==> src/rtl/uart_tx_frame.sv <==
// UART transmitter: start bit, DATA_W data bits LSB first, optional parity,
// one or two stop bits, each bit held for CLKS_PER_BIT clocks.
module uart_tx_frame #(
  parameter int DATA_W       = 8,
  parameter int CLKS_PER_BIT = 4,
  parameter int PARITY_EN    = 0,
  parameter int PARITY_ODD   = 0,
  parameter int STOP_BITS    = 1
) (
  input  logic              clk,
  input  logic              rst,
  input  logic              tx_ena,
  input  logic [DATA_W-1:0] tx_data,
  output logic              tx,
  output logic              tx_busy,
  output logic              tx_done
);

  localparam int BW = $clog2(DATA_W + 1);
  localparam int CW = (CLKS_PER_BIT > 1) ? $clog2(CLKS_PER_BIT) : 1;
  localparam logic [CW-1:0] BAUD_MAX  = CW'(CLKS_PER_BIT - 1);
  localparam logic [BW-1:0] DATA_LAST = BW'(DATA_W - 1);
  localparam logic [BW-1:0] STOP_LAST = BW'(STOP_BITS - 1);
  localparam logic          ODD_BIT   = (PARITY_ODD != 0);

  typedef enum logic [2:0] {S_IDLE, S_START, S_DATA, S_PARITY, S_STOP} state_t;

  state_t            state_q, state_d;
  logic [DATA_W-1:0] shift_q, shift_d;
  logic              par_q, par_d;
  logic [CW-1:0]     baud_q, baud_d;
  logic [BW-1:0]     bit_q, bit_d;
  logic              tx_q, tx_d;
  logic              busy_q, busy_d;
  logic              done_q, done_d;
  logic              bit_end;

  always_ff @(posedge clk) begin
    if (rst) begin
      state_q <= S_IDLE;
      baud_q  <= '0;
      bit_q   <= '0;
      tx_q    <= 1'b1;
      busy_q  <= 1'b0;
      done_q  <= 1'b0;
    end else begin
      state_q <= state_d;
      baud_q  <= baud_d;
      bit_q   <= bit_d;
      tx_q    <= tx_d;
      busy_q  <= busy_d;
      done_q  <= done_d;
    end
  end

  // Payload registers carry no reset: they are only read after a fresh load.
  always_ff @(posedge clk) begin
    shift_q <= shift_d;
    par_q   <= par_d;
  end

  always_comb begin
    state_d = state_q;
    shift_d = shift_q;
    par_d   = par_q;
    baud_d  = baud_q;
    bit_d   = bit_q;
    tx_d    = tx_q;
    busy_d  = busy_q;
    done_d  = 1'b0;
    bit_end = (baud_q == BAUD_MAX);

    if (state_q != S_IDLE) begin
      baud_d = bit_end ? '0 : baud_q + CW'(1);
    end

    case (state_q)
      S_IDLE: begin
        tx_d   = 1'b1;
        busy_d = 1'b0;
        if (tx_ena) begin
          shift_d = tx_data;
          par_d   = (^tx_data) ^ ODD_BIT;
          state_d = S_START;
          tx_d    = 1'b0;
          busy_d  = 1'b1;
          baud_d  = '0;
          bit_d   = '0;
        end
      end
      S_START: begin
        if (bit_end) begin
          state_d = S_DATA;
          tx_d    = shift_q[0];
          shift_d = shift_q >> 1;
          bit_d   = '0;
        end
      end
      S_DATA: begin
        if (bit_end) begin
          if (bit_q == DATA_LAST) begin
            bit_d = '0;
            if (PARITY_EN != 0) begin
              state_d = S_PARITY;
              tx_d    = par_q;
            end else begin
              state_d = S_STOP;
              tx_d    = 1'b1;
            end
          end else begin
            bit_d   = bit_q + BW'(1);
            tx_d    = shift_q[0];
            shift_d = shift_q >> 1;
          end
        end
      end
      S_PARITY: begin
        if (bit_end) begin
          state_d = S_STOP;
          tx_d    = 1'b1;
          bit_d   = '0;
        end
      end
      S_STOP: begin
        tx_d = 1'b1;
        if (bit_end) begin
          if (bit_q == STOP_LAST) begin
            state_d = S_IDLE;
            busy_d  = 1'b0;
            done_d  = 1'b1;
            bit_d   = '0;
          end else begin
            bit_d = bit_q + BW'(1);
          end
        end
      end
      default: state_d = S_IDLE;
    endcase
  end

  assign tx      = tx_q;
  assign tx_busy = busy_q;
  assign tx_done = done_q;

endmodule

==> config.mk <==
export PLATFORM = sky130hd
export DESIGN_NAME = uart_tx_frame
export DESIGN_NICKNAME = d
export VERILOG_FILES = /design/src/rtl/uart_tx_frame.sv
export SDC_FILE = /design/constraint.sdc
export NUM_CORES = 1
export LEC_CHECK = 0
export CORE_MARGIN = 1
export CORE_UTILIZATION = 53
export CTS_CLUSTER_DIAMETER = 120
export DETAILED_ROUTE_END_ITERATION = 7
export PLACE_DENSITY_LB_ADDON = 0.1
export SLEW_MARGIN = 30
export SYNTH_ARGS = -nofsm -noshare
export SYNTH_HDL_FRONTEND = slang
export SYNTH_SLANG_ARGS = --single-unit
==> constraint.sdc <==
create_clock -name clk -period 2.75 [get_ports clk]
set_clock_uncertainty 0.05 [all_clocks]
set_input_delay 0.55 -clock clk [delete_from_list [all_inputs] [get_ports clk]]
set_output_delay 0.55 -clock clk [all_outputs]
set_load 0.01 [all_outputs]
==> impl_results.md <==
* Clock latency on the worst-skew pair at between 0.2 and 0.3 ns
* #FFs+latches synth at 20
* Residual DRC count at 0
* Commonest cells after routing, fill and taps aside: clkdlybuf4s50_1, dfxtp_1, nor2_1, nand3_1, edfxtp_1
* Main synth FF type: dfxtp_1
* Final non-filler cell area at 1240 µm²
* Synth Cell Area at 1050 µm²
* Die area at between 2000 and 2500 µm²
* Register area at between 400 and 500 µm²
* P per Cell Area at between 700 and 800 nW/µm²
* CTS buffer count at 3
* Fin nets at around 130
* Clk pin slew, worst setup/hold paths at 0.11 ns
* Number of max-cap violations at 0
* Fillcell total at between 100 and 150
* Multi-input logic area at about 540 µm²
* Worst slew pin tran at between 0.6 and 0.7 ns
* Syn_area_per_cell at about 10 µm²
* Final Max Slew Viols at 0
* Most common cell after layout, fill and taps aside: clkdlybuf4s50_1
* RSZ-0062 raised after global routing: false
* Number of synthesized flops with an enable pin at 8
* Congestion Overflow GR at 0
* Synth Net Count at approximately 120
* Pre-antenna DRT Iters at 4
* ANT nets after route at 0
* Initial DRC Count at 15
* Die Ht at 46.5 µm
* Worst-path fanout max at 5
* Critical path class: in -> reg
* Worst Setup End Kind: flip-flop
* # Post-CTS Setup Buffers at 0
* Crit path arrival time at 2.42 ns
* Initial antenna violation count at 0
* Routed WL at 1850 µm
* PortBufs at 13
* Fin Setup TNS at 0 ns
* GRT Overall Usage at 0.198
* Std-Cell Rows at 15
* Peak supply drop at between 0.3 and 0.4 mV
* LEAKAGE at 0.426 nW
* Library cells used by synthesis at 41
* Slew margin rel. at 0.553
* Layout cells sized above 1 at 0.144
* First-pass GRT wire length at 3020 µm
* HP Class: reg -> reg
* Largest net degree at the start of global routing at 15
* # IOs at 14
* Critical Path RT at about 3 ns
* Max Fclk at 444 MHz
* Vias in the first global route at roughly 700
* Max stage delay cell, worst path: clkdlybuf4s50_1
* Horiz. Die Dim at 46.5 µm
* Crit-path cells: clkdlybuf4s50_1 -> or4b_4 -> o211a_4 -> or4_1 -> a31oi_1
* Synth async-reset ratio at 0
* Placeable Area at roughly 1800 µm²
* CTS tree: done
* H-Tree Depth at 1
* DR vias/cell at approximately 5.7
* Synth-to-layout area growth at 18.6%
* Per-cell routed wire length at roughly 13 µm
* Outcome: completed
* CTS Hold Bufs at 0
* N_diodes at 0
* Via count at 820
* Final hold violation count at 0
* Final-report setup violation count at 0
* Final RePlAce weighted congestion at just over 0.8
* Tcrit/Tclk final at 0.820
* Sequential area share after synthesis at 0.458
* CTS Buffer Depth at 2
* PostCTS Resize Cnt at 0
* Post-DP HPWL at around 1400 µm
* Clk root buf: clkbuf_4
* Critical path's largest stage delay at between 0.5 and 0.6 ns
* Post-Place Cell Area at 1190 µm²
* Syn Inst Count at between 100 and 150
* Crit path launch type: input port
* Syn. warnings at 0
* Final Critical Period at 2.25 ns
* Clock sinks at 20
* Starting density of the core at 0.589
-- final cells by class --
cell class	instances	share of cell area
Clock buffer	3	0.0181
Clock inverter	1	0.0241
Inverter	4	0.0121
Multi-Input combinational cell	77	0.430
Sequential cell	20	0.386
Tap cell	25	0.0251
Timing Repair Buffer	13	0.105
-- final timing paths --
kind / start / end / slack (ns) / cells past startpoint
max: tx_ena / bit_q[3] / 0.50 / 5
min: tx_busy / tx_busy / 0.45 / 2
max reg2reg: baud_q[0] / shift_q[5] / 0.57 / 4
min reg2reg: tx_busy / tx_busy / 0.45 / 2
-- critical path: cells and delay by family --
kind | cells | cell delay (ns)
simple gates | 2 | 1.01
buf+inv | 1 | 0.52
compound gates | 2 | 0.34
-- synth_stat cells (2+ instances only) --
library cell,number,area (µm²)
buf_2,3,15.0
o21ai_0,2,10.0
o22ai_1,2,12.5
nor4_1,2,12.5
inv_1,4,15.0
nand2b_1,3,18.8
dfxtp_1,12,240
ha_1,3,37.5
nand3_1,8,40.0
nor3b_1,3,22.5
nor2_1,11,41.3
nand2_1,5,18.8
mux2_2,7,78.8
a21oi_1,5,25.0
o21ai_1,2,10.0
edfxtp_1,8,240
-- cell families (layout without fill, tap and decap cells) --
| group | after synthesis | after routing | share of synthesized area |
|---|---|---|---|
| AO/OA/AOI/OAI | 19 | 19 | 0.125 |
| flip-flops | 20 | 20 | 0.458 |
| AND/OR/NAND/NOR | 46 | 46 | 0.256 |
| XOR/XNOR | 1 | 1 | 0.00834 |
| multiplexers | 8 | 8 | 0.0846 |
| adder cells (fa/ha/maj) | 3 | 3 | 0.0358 |
| buffers and inverters | 8 | 21 | 0.0322 |
-- metrics by stage --
stage                     setup slack, ns  power, W  utilization  hold WS, ns  std cells
after global placement              0.214  0.000718        0.669        0.440        139
after CTS                           0.507  0.000962        0.698        0.451        143
after floorplan                     0.807  0.000655            -        0.412        105
after detailed placement            0.202  0.000728        0.669        0.431        139
after global routing                0.465   0.00101        0.698        0.473        143
final                               0.496  0.000951        0.698        0.446        143
-- where the power goes --
group	leakage, nW	internal (W)	total (W)	switching [W]
registers	0.176	0.000398	0.000439	0.0000413
logic	0.222	0.000142	0.000281	0.000139
clock network	0.0279	0.000147	0.000232	0.0000846
-- metal layers --
layer / routed length (µm) / vias up / track usage
li1: - / 414 / -
met1: 897 / 394 / 0.280
met2: 895 / 10 / 0.297
met3: 45 / 2 / 0.0353
met4: 12 / 0 / 0.0706
met5: 0 / - / 0
-- registers in the layout, summed over array words and instances (netlist names) --
signal,count
shift_q,8
baud_q,2
tx_done,1
bit_q,4
tx,1
state_q,3
tx_busy,1
Power figures use the tool's default switching activity.
